--- src/rtl/bus_arbiter_pkg.sv ---
// rtl/bus_arbiter_pkg.sv - shared defines, state/index constants and grant decode for bus_arbiter (optional feature macro: BUS_ARB_TIMEOUT_EN)
`ifndef BUS_ARBITER_DEFINES_SV
`define BUS_ARBITER_DEFINES_SV
`define ADDR_WIDTH    32
`define DATA_WIDTH    32
`define REQ_ENABLE    1'b0
`define REQ_DISABLE   1'b1
`define GRANT_ENABLE  1'b0
`define GRANT_DISABLE 1'b1
`define STATE_IDLE    1'b0
`define STATE_BUSY    1'b1
`define MASTER0       2'd0
`define MASTER1       2'd1
`define MASTER2       2'd2
`define MASTER3       2'd3
`endif

package bus_arbiter_pkg;

    typedef enum logic {
        ST_IDLE = `STATE_IDLE,
        ST_BUSY = `STATE_BUSY
    } state_t;

    localparam logic [1:0] MASTER0 = `MASTER0;
    localparam int         NUM_MASTERS = 4;

    // One grant enabled (the indexed master), all others disabled.
    function automatic logic [3:0] grant_decode(input logic [1:0] idx);
        logic [3:0] g;
        for (int i = 0; i < NUM_MASTERS; i++) begin
            g[i] = (idx == 2'(i)) ? `GRANT_ENABLE : `GRANT_DISABLE;
        end
        return g;
    endfunction

endpackage

--- src/rtl/bus_arbiter_if.sv ---
// rtl/bus_arbiter_if.sv - request/grant/owner bundle between the masters and bus_arbiter
interface bus_arbiter_if;
    logic       m0_req_;
    logic       m1_req_;
    logic       m2_req_;
    logic       m3_req_;
    logic       m0_grant_;
    logic       m1_grant_;
    logic       m2_grant_;
    logic       m3_grant_;
    logic [1:0] owner;

    modport master (
        output m0_req_, m1_req_, m2_req_, m3_req_,
        input  m0_grant_, m1_grant_, m2_grant_, m3_grant_, owner
    );

    modport slave (
        input  m0_req_, m1_req_, m2_req_, m3_req_,
        output m0_grant_, m1_grant_, m2_grant_, m3_grant_, owner
    );
endinterface

--- src/rtl/bus_arbiter_rr_pick.sv ---
// rtl/bus_arbiter_rr_pick.sv - combinational round-robin search for the next bus owner
module bus_arbiter_rr_pick
    import bus_arbiter_pkg::*;
(
    input  logic [1:0] owner,
    input  logic [3:0] req,
    output logic [1:0] next_owner,
    output logic       found
);

    // Scan owner+1, owner+2, owner+3, then owner itself; 2-bit add wraps 3->0.
    always_comb begin
        logic [1:0] cand;
        next_owner = owner;
        found      = 1'b0;
        cand       = owner;
        for (int k = 1; k <= NUM_MASTERS; k++) begin
            cand = owner + 2'(k);
            if (!found && req[cand]) begin
                next_owner = cand;
                found      = 1'b1;
            end
        end
    end

endmodule

--- src/rtl/bus_arbiter.sv ---
// rtl/bus_arbiter.sv - 4-master round-robin bus arbiter with parking (optional ownership timeout: BUS_ARB_TIMEOUT_EN)
module bus_arbiter
    import bus_arbiter_pkg::*;
#(
    parameter int TIMEOUT_CYCLES = 16
) (
    input  logic         clk,
    input  logic         reset,
    bus_arbiter_if.slave bus
);

    logic [3:0] req;
    logic [1:0] owner;
    logic [1:0] owner_nxt;
    state_t     state;
    state_t     state_nxt;
    logic [3:0] grant_q;
    logic [1:0] pick_owner;
    logic       pick_found;
    logic       owner_req;
    logic       others_req;
    logic       tmo_hit;

    if (TIMEOUT_CYCLES < 1) begin : g_bad_timeout
        $error("bus_arbiter: TIMEOUT_CYCLES must be at least 1");
    end

    assign req = {bus.m3_req_ == `REQ_ENABLE, bus.m2_req_ == `REQ_ENABLE,
                  bus.m1_req_ == `REQ_ENABLE, bus.m0_req_ == `REQ_ENABLE};

    assign owner_req  = req[owner];
    assign others_req = |(req & ~(4'b0001 << owner));

    bus_arbiter_rr_pick u_rr_pick (
        .owner      (owner),
        .req        (req),
        .next_owner (pick_owner),
        .found      (pick_found)
    );

`ifdef BUS_ARB_TIMEOUT_EN
    localparam int CNT_W = $clog2(TIMEOUT_CYCLES + 1);
    logic [CNT_W-1:0] tmo_cnt;

    assign tmo_hit = (state == ST_BUSY) && others_req && (tmo_cnt == CNT_W'(TIMEOUT_CYCLES));

    // Count contended BUSY cycles; any ownership change or lull in contention restarts it.
    always_ff @(posedge clk or posedge reset) begin
        if (reset) begin
            tmo_cnt <= '0;
        end else if (owner_nxt != owner || !others_req || state != ST_BUSY) begin
            tmo_cnt <= '0;
        end else begin
            tmo_cnt <= tmo_cnt + 1'b1;
        end
    end
`else
    assign tmo_hit = 1'b0;
`endif

    // Ownership only moves on release (or forced rotation); with no requester the bus parks.
    always_comb begin
        owner_nxt = owner;
        if ((!owner_req || tmo_hit) && pick_found) begin
            owner_nxt = pick_owner;
        end
        state_nxt = (owner_req || pick_found) ? ST_BUSY : ST_IDLE;
    end

    // FSM, owner and registered grant decode share one register stage.
    always_ff @(posedge clk or posedge reset) begin
        if (reset) begin
            owner   <= MASTER0;
            state   <= ST_IDLE;
            grant_q <= grant_decode(MASTER0);
        end else begin
            owner   <= owner_nxt;
            state   <= state_nxt;
            grant_q <= grant_decode(owner_nxt);
        end
    end

    assign bus.owner     = owner;
    assign bus.m0_grant_ = grant_q[0];
    assign bus.m1_grant_ = grant_q[1];
    assign bus.m2_grant_ = grant_q[2];
    assign bus.m3_grant_ = grant_q[3];

endmodule
--- src/flat_wrapper.sv ---
// flat-port wrapper written by rule: the top's interface ports become plain ports
module bus_arbiter_flat import bus_arbiter_pkg::*;
#(
    parameter int TIMEOUT_CYCLES = 16
)
  (clk, reset, bus_m0_req_, bus_m1_req_, bus_m2_req_, bus_m3_req_, bus_m0_grant_, bus_m1_grant_, bus_m2_grant_, bus_m3_grant_, bus_owner);
  bus_arbiter_if bus_i ();
  input  logic clk;
  input  logic reset;
  input wire logic [$bits(bus_i.m0_req_)-1:0] bus_m0_req_;
  input wire logic [$bits(bus_i.m1_req_)-1:0] bus_m1_req_;
  input wire logic [$bits(bus_i.m2_req_)-1:0] bus_m2_req_;
  input wire logic [$bits(bus_i.m3_req_)-1:0] bus_m3_req_;
  output wire logic [$bits(bus_i.m0_grant_)-1:0] bus_m0_grant_;
  output wire logic [$bits(bus_i.m1_grant_)-1:0] bus_m1_grant_;
  output wire logic [$bits(bus_i.m2_grant_)-1:0] bus_m2_grant_;
  output wire logic [$bits(bus_i.m3_grant_)-1:0] bus_m3_grant_;
  output wire logic [$bits(bus_i.owner)-1:0] bus_owner;
  assign bus_i.m0_req_ = bus_m0_req_;
  assign bus_i.m1_req_ = bus_m1_req_;
  assign bus_i.m2_req_ = bus_m2_req_;
  assign bus_i.m3_req_ = bus_m3_req_;
  assign bus_m0_grant_ = bus_i.m0_grant_;
  assign bus_m1_grant_ = bus_i.m1_grant_;
  assign bus_m2_grant_ = bus_i.m2_grant_;
  assign bus_m3_grant_ = bus_i.m3_grant_;
  assign bus_owner = bus_i.owner;
  bus_arbiter #(.TIMEOUT_CYCLES(TIMEOUT_CYCLES)) u_core (.clk(clk), .reset(reset), .bus(bus_i));
endmodule
--- config.mk ---
export PLATFORM = sky130hd
export DESIGN_NAME = bus_arbiter_flat
export DESIGN_NICKNAME = d
export VERILOG_FILES = /design/src/rtl/bus_arbiter_pkg.sv /design/src/rtl/bus_arbiter_if.sv /design/src/rtl/bus_arbiter_rr_pick.sv /design/src/rtl/bus_arbiter.sv /design/src/flat_wrapper.sv
export SDC_FILE = /design/constraint.sdc
export NUM_CORES = 1
export LEC_CHECK = 0
export CORE_AREA = 3 3 40 42
export CTS_CLUSTER_DIAMETER = 40
export DETAILED_ROUTE_END_ITERATION = 8
export DIE_AREA = 0 0 43 45
export GPL_ROUTABILITY_DRIVEN = 0
export GPL_TIMING_DRIVEN = 0
export PLACE_DENSITY = 0.67
export SYNTH_ARGS = -nofsm -noshare
export SYNTH_HDL_FRONTEND = slang
export SYNTH_SLANG_ARGS = --single-unit
export TNS_END_PERCENT = 50
--- constraint.sdc ---
create_clock -name clk -period 1.5 [get_ports clk]
set_clock_uncertainty 0.05 [all_clocks]
set_input_delay 0.3 -clock clk [delete_from_list [all_inputs] [get_ports clk]]
set_output_delay 0.3 -clock clk [all_outputs]
set_load 0.01 [all_outputs]
==> results of run 1 <==
-- power by group --
| group | total [mW] | internal [mW] | switching, mW |
|---|---|---|---|
| Clock | 0.162 | 0.101 | 0.0610 |
| Sequential | 0.242 | 0.213 | 0.0288 |
| Combinational | 0.293 | 0.149 | 0.144 |
-- sequential cells by signal, summed over array words and instances, names as in the netlist --
| signal | count |
|---|---|
| u_core.grant_q | 4 |
| u_core.bus.owner | 2 |
-- cells in the final DEF, fill, tap and decap left out, types with 2 or more instances in the layout --
cell type / synthesis / layout
a211oi_1: 2 / 2
a21oi_1: 3 / 3
buf_4: 2 / 2
buf_6: 3 / 3
clkbuf_4: 0 / 3
clkdlybuf4s50_1: 0 / 6
dfrtp_1: 3 / 2
dfstp_2: 3 / 3
dlygate4sd2_1: 0 / 5
nand2_1: 7 / 7
nand2b_1: 2 / 2
nand3b_1: 2 / 2
nor2_1: 3 / 3
o21ai_0: 4 / 4
o21bai_1: 2 / 2
o2bb2ai_1: 2 / 2
-- cell families after synthesis --
logic type | Yosys count | synth area share
buffers and inverters | 6 | 0.117
AND/OR/NAND/NOR | 21 | 0.269
AO/OA/AOI/OAI | 18 | 0.272
flip-flops | 6 | 0.342
-- final timing paths --
kind | from | end | slack, ps | depth (start not counted)
worst max-delay path | u_core.grant_q[0] | bus_m0_grant_ | 60 | 1
worst min-delay path | reset | u_core.grant_q[0] | 210 | 2
worst max register to register | u_core.bus.owner[0] | u_core.grant_q[0] | 390 | 3
worst min register to register | u_core.bus.owner[1] | u_core.grant_q[3] | 590 | 2
max in group asynchronous | reset | u_core.grant_q[3] | 940 | 2
min in group clk | u_core.bus.owner[1] | u_core.grant_q[3] | 590 | 2
-- layout make-up --
class	count	area, µm²
Fill cell	133	684
Timing Repair Buffer	11	104
Sequential cell	6	155
Multi-Input combinational cell	39	244
Clock buffer	4	26.3
Tap cell	15	18.8
Buffer	5	48.8
Inverter	1	3.75
-- per-layer routing --
layer  GRT usage  up-vias  part of all wire
met5           0        -                 0
met4       0.108        0             0.037
met3      0.0359        4             0.076
met2       0.183       15              0.45
met1       0.123      197              0.44
li1            -      209                 -
-- through the flow --
step / worst slack [ps] / cell area, µm² / setup TNS (ps)
floorplan: 431 / 450 / 0
global placement: -28.9 / 579 / -28.9
detailed placement: -41.0 / 579 / -64.2
CTS: 41.3 / 601 / 0
global route: 21.2 / 601 / 0
finish: 56.8 / 601 / 0
-- cell usage after synthesis (all sizes together) --
cell type	instances
nand2	7
inv	1
a221oi	1
a31oi	1
o22ai	1
nor2b	2
and2	1
a211oi	2
nor2	3
o2bb2ai	2
or2b	1
o21ai	5
o21a	1
nand2b	2
nand3b	2
o21bai	2
nor3	2
nand3	1
a21oi	3
dfrtp	3
buf	5
dfstp	3
==> metrics.md, run 1 <==
| Metric | Value |
|---|---|
| Outcome | `completed` |
| Nets@finish | `73` |
| DR iter-0 viols | `13` |
| Routed len/inst | `11.8 µm` |
| RSZ-0062 raised after global routing | `false` |
| Chip width | `43 µm` |
| Sequential area share after synthesis | `0.342` |
| Routed wire length | `952 µm` |
| Netlist cell types | `26` |
| Worst-Margin Slew | `253 ps` |
| Worst-path cell chain | `clkdlybuf4s50_1` |
| Yosys warning count | `0` |
| Hold crit path type | `input pin to asynchronous set/reset pin` |
| Root Driver | `clkbuf_4` |
| Synth area leaders | `dfstp_2, dfrtp_1, buf_6` |
| Worst path arrival time | `1090 ps` |
| Tmin final | `1440 ps` |
| CTS resizes | `6` |
| Max cap viols | `0` |
| TritonCTS Buffers | `3` |
| Power per Cell Area | `around 1200 nW/µm²` |
| Peak VDD IR | `0.309 mV` |
| Htree depth | `1` |
| Crit path capture type | `output pin` |
| # hold bufs at CTS | `0` |
| CP max FO | `1` |
| Tot Pwr | `697 µW` |
| DR vias/cell | `approximately 5.2` |
| Core ar. | `around 1300 µm²` |
| Clock Tree Buf Depth | `2` |
| Crit path required time | `1150 ps` |
| Detail Placement HPWL | `716 µm` |
| Row count | `13` |
| Final setup fails | `0` |
| Leak pwr | `0.240 nW` |
| Clk sinks | `6` |
| Antenna cells | `0` |
| Area leader, netlist | `dfstp_2` |
| Final worst-path cycle share | `0.962` |
| Later-pin clock latency in the skew report | `250 ps` |
| # IOs | `12` |
| Proportion of layout cells with a drive suffix above 1 | `0.258` |
| Final Hold Slack | `206 ps` |
| Worst path bufs/invs | `1` |
| First drt pass iteration count | `4` |
| CTS clk-pin slew, worst paths | `about 50 ps` |
| Worst Path Class, Setup | `flop to output pin` |
| Max Clk Rate | `693 MHz` |
| Residual DRC | `0` |
| Yosys top cell area share | `0.175` |
| Initial antenna violation count | `0` |
| Final ANT Viol Nets | `0` |
| Die height | `approximately 45 µm` |
| Gr ovfl total | `0` |
| First-pass GRT wire length | `1.59 mm` |
| Post-synthesis area per instance | `8.83 µm²` |
| Slowest stage delay, CP | `530 ps` |
| Initial Utilization | `0.351` |
| Fin cells | `81` |
| # port buffers | `11` |
| Worst rel slew slack | `0.831` |
| Final hold viol count | `0` |
| Syn nets | `57` |
| Vias in the first global route | `363` |
| Cell area after synthesis | `450 µm²` |
| Area grow syn2layout | `33.3%` |
| Post-synthesis register bit count | `6` |
| CTS tree | `built` |
| Placed cell count | `a little under 80` |
| Vias | `425` |
| Gr usage total | `0.116` |
| Syn Inst Count | `51` |
| Slew Viols, Final | `0` |
| Top Family by Delay on Critical Path | `buffers and inverters` |
| Fin util | `0.467` |
| Crit start category | `flop` |
| Setup bufs post-CTS | `0` |
| Largest net degree at the start of global routing | `11` |
| Die area | `1940 µm²` |
| CP max stage cell | `clkdlybuf4s50_1` |
(Power assumes the default switching activity.)
==> inputs of run 2 (changes only) <==
Settings changed: PLACE_DENSITY 0.67 to not set, PLACE_DENSITY_LB_ADDON set to 0.08.
==> run 2 against run 1 <==
  * Wire length increased by 1.1%
  * Power down 0.22%
  * Hold slack gained 9.0 ps
  * Global-route usage decreased by 0.19 points
  * Clock-buffer cell count is the same
  * Register-to-register slack about the same
  * Non-clock buffer count unchanged
  * Core utilization unchanged
  * Via count shrank 2.6%
  * Die area stayed put
  * Critical endpoint unchanged
  * Largest power group unchanged
==> metrics.md, run 2 (synthesis gave the netlist of run 1 again) <==
| Metric | Value |
|---|---|
| DP Area | `579 µm² (unchanged)` |
| Slowest stage delay, CP | `520 ps (about the same)` |
| Initial antenna violation count | `0 (unchanged)` |
| TritonCTS Buffers | `3 (unchanged)` |
| Power per Cell Area | `1160 nW/µm² (-0.22%)` |
| Setup TNS Final | `0 ps (unchanged)` |
| Later-pin clock latency in the skew report | `250 ps (about the same)` |
| Area grow syn2layout | `33.3% (unchanged)` |
| Core ar. | `1280 µm² (unchanged)` |
| CTS clk-pin slew, worst paths | `50 ps (about the same)` |
| Design Area, Final | `601 µm² (unchanged)` |
| First drt pass iteration count | `4 (unchanged)` |
| Final worst-path cycle share | `0.956 (-0.00600)` |
| Top Family by Delay on Critical Path | `buffers and inverters` |
| Outcome | `completed` |
| Clk sinks | `6 (unchanged)` |
| Largest registers | `u_core.grant_q: 4 flops, u_core.bus.owner: 2 flops` |
| Die height | `45 µm (unchanged)` |
| Routed len/inst | `11.9 µm (+1.1%)` |
| Gr ovfl total | `0 (unchanged)` |
| Nets@finish | `73 (unchanged)` |
| Die area | `1940 µm² (unchanged)` |
| Gr usage total | `0.114 (-0.00187)` |
| Routed wire length | `962 µm (+1.1%)` |
| Leak pwr | `0.240 nW (unchanged)` |
| Htree depth | `1 (unchanged)` |
| Slew Viols, Final | `0 (unchanged)` |
| Crit path required time | `1150 ps (about the same)` |
| Largest net degree at the start of global routing | `11 (unchanged)` |
| Antenna cells | `0 (unchanged)` |
| CP max stage cell | `clkdlybuf4s50_1` |
| DR iter-0 viols | `2 (-11)` |
| Max Clk Rate | `697 MHz (+0.63%)` |
| Worst path bufs/invs | `1 (unchanged)` |
| Worst rel slew slack | `0.830 (about the same)` |
| Final ANT Viol Nets | `0 (unchanged)` |
| Worst-path cell chain | `clkdlybuf4s50_1` |
| Crit path capture type | `output pin` |
| Worst-Margin Slew | `254 ps (+0.485 ps)` |
| CP max FO | `1 (unchanged)` |
| DR vias/cell | `5.11 (-2.6%)` |
| Row count | `13 (unchanged)` |
| Root Driver | `clkbuf_4` |
| # port buffers | `11 (unchanged)` |
| # hold bufs at CTS | `0 (unchanged)` |
| Placed cell count | `77 (unchanged)` |
| Chip width | `43 µm (unchanged)` |
| # IOs | `12 (unchanged)` |
| CTS tree | `built` |
| Worst Path Class, Setup | `flop to output pin` |
| Final hold viol count | `0 (unchanged)` |
| Commonest non-fill, non-tap cell in the layout | `nand2_1` |
| Final setup fails | `0 (unchanged)` |
| Largest reg by FF count | `u_core.grant_q` |
| Clock Tree Buf Depth | `2 (unchanged)` |
| Vias in the first global route | `383 (+5.5%)` |
| Proportion of layout cells with a drive suffix above 1 | `0.258 (unchanged)` |
| Commonest non-fill, non-tap cells in the layout | `nand2_1, clkdlybuf4s50_1, dlygate4sd2_1, o21ai_0` |
| Flop2flop setup slack | `380 ps (about the same)` |
| Crit start category | `flop` |
| Residual DRC | `0 (unchanged)` |
| Worst path arrival time | `1080 ps (about the same)` |
| First-pass GRT wire length | `1.65 mm (+3.5%)` |
| Setup bufs post-CTS | `0 (unchanged)` |
| Vias | `414 (-2.6%)` |
| Detail Placement HPWL | `687 µm (-4.0%)` |
| Max cap viols | `0 (unchanged)` |
| Number of flip-flops in the largest register | `4 (unchanged)` |
| Peak VDD IR | `0.349 mV (+13%)` |
| RSZ-0062 raised after global routing | `false` |
| Hold crit path type | `input pin to asynchronous set/reset pin` |
| Fin cells | `81 (unchanged)` |
| Initial Utilization | `0.351 (unchanged)` |
| Tmin final | `1430 ps (-9.00 ps)` |
[run 2: cell counts in the layout (fill, tap and decap cells not counted)]
No cell type changed its count.
[run 2: layout make-up]
cell class              instances  area (µm²)
inverters                       1        3.75
well taps                      15        18.8
plain buffers                   5        48.8
flip-flops and latches          6         155
multi-input cells              39         244
fillers                       131         684
repair buffers                 11         104
clock buffers                   4        26.3
[run 2: per-layer routing]
metal | part of all wire | GRT usage | vias up
met5 | 0 | 0 | -
met4 | 0.0073 | 0.0723 | 0
met3 | 0.082 | 0.0279 | 2
met2 | 0.45 | 0.183 | 14
met1 | 0.46 | 0.137 | 188
li1 | - | - | 210
[run 2: worst register-to-register path, cell delays in order, from the launching register on]
cell and delay [ps]:
dfrtp_2 460, buf_6 160, nand2_1 70, nor2_1 40, a211oi_1 230
[run 2: per-stage QoR]
stage / utilization / worst slack (ps) / hold WS [ps] / total power [mW]
floorplan: - / 431 / 38.8 / 0.433
global placement: 0.451 / -52.5 / 476 / 0.559
detailed placement: 0.451 / -49.0 / 481 / 0.558
CTS: 0.467 / 54.1 / 226 / 0.703
global route: 0.467 / 18.0 / 256 / 0.742
finish: 0.467 / 65.8 / 215 / 0.696
[run 2: power by group]
part	leakage, nW	switching, mW	internal, mW
Combinational	0.161	0.142	0.149
Sequential	0.0645	0.0304	0.214
Clock	0.0150	0.0591	0.101
Total	0.240	0.232	0.463
[run 2: worst paths after layout]
path,from,to,cells after the start
worst max-delay path,u_core.grant_q[0],bus_m0_grant_,1
worst min-delay path,reset,u_core.grant_q[0],2
worst max register to register,u_core.bus.owner[0],u_core.grant_q[3],4
worst min register to register,u_core.bus.owner[1],u_core.grant_q[3],2
max in group asynchronous,reset,u_core.grant_q[1],2
min in group clk,u_core.bus.owner[1],u_core.grant_q[3],2
[run 2: repair_timing]
| item | CTS | global route |
|---|---|---|
| endpoints found under the hold margin | 0 | 0 |
| setup endpoints to repair | 5 | 0 |
| resized for setup | 6 | 0 |
==> inputs of run 3 (changes only) <==
Settings changed: ABC_CLOCK_PERIOD_IN_PS set to 1500.
==> results of run 3 <==
No change in the layout: final DEF, timing and power equal those of run 2.
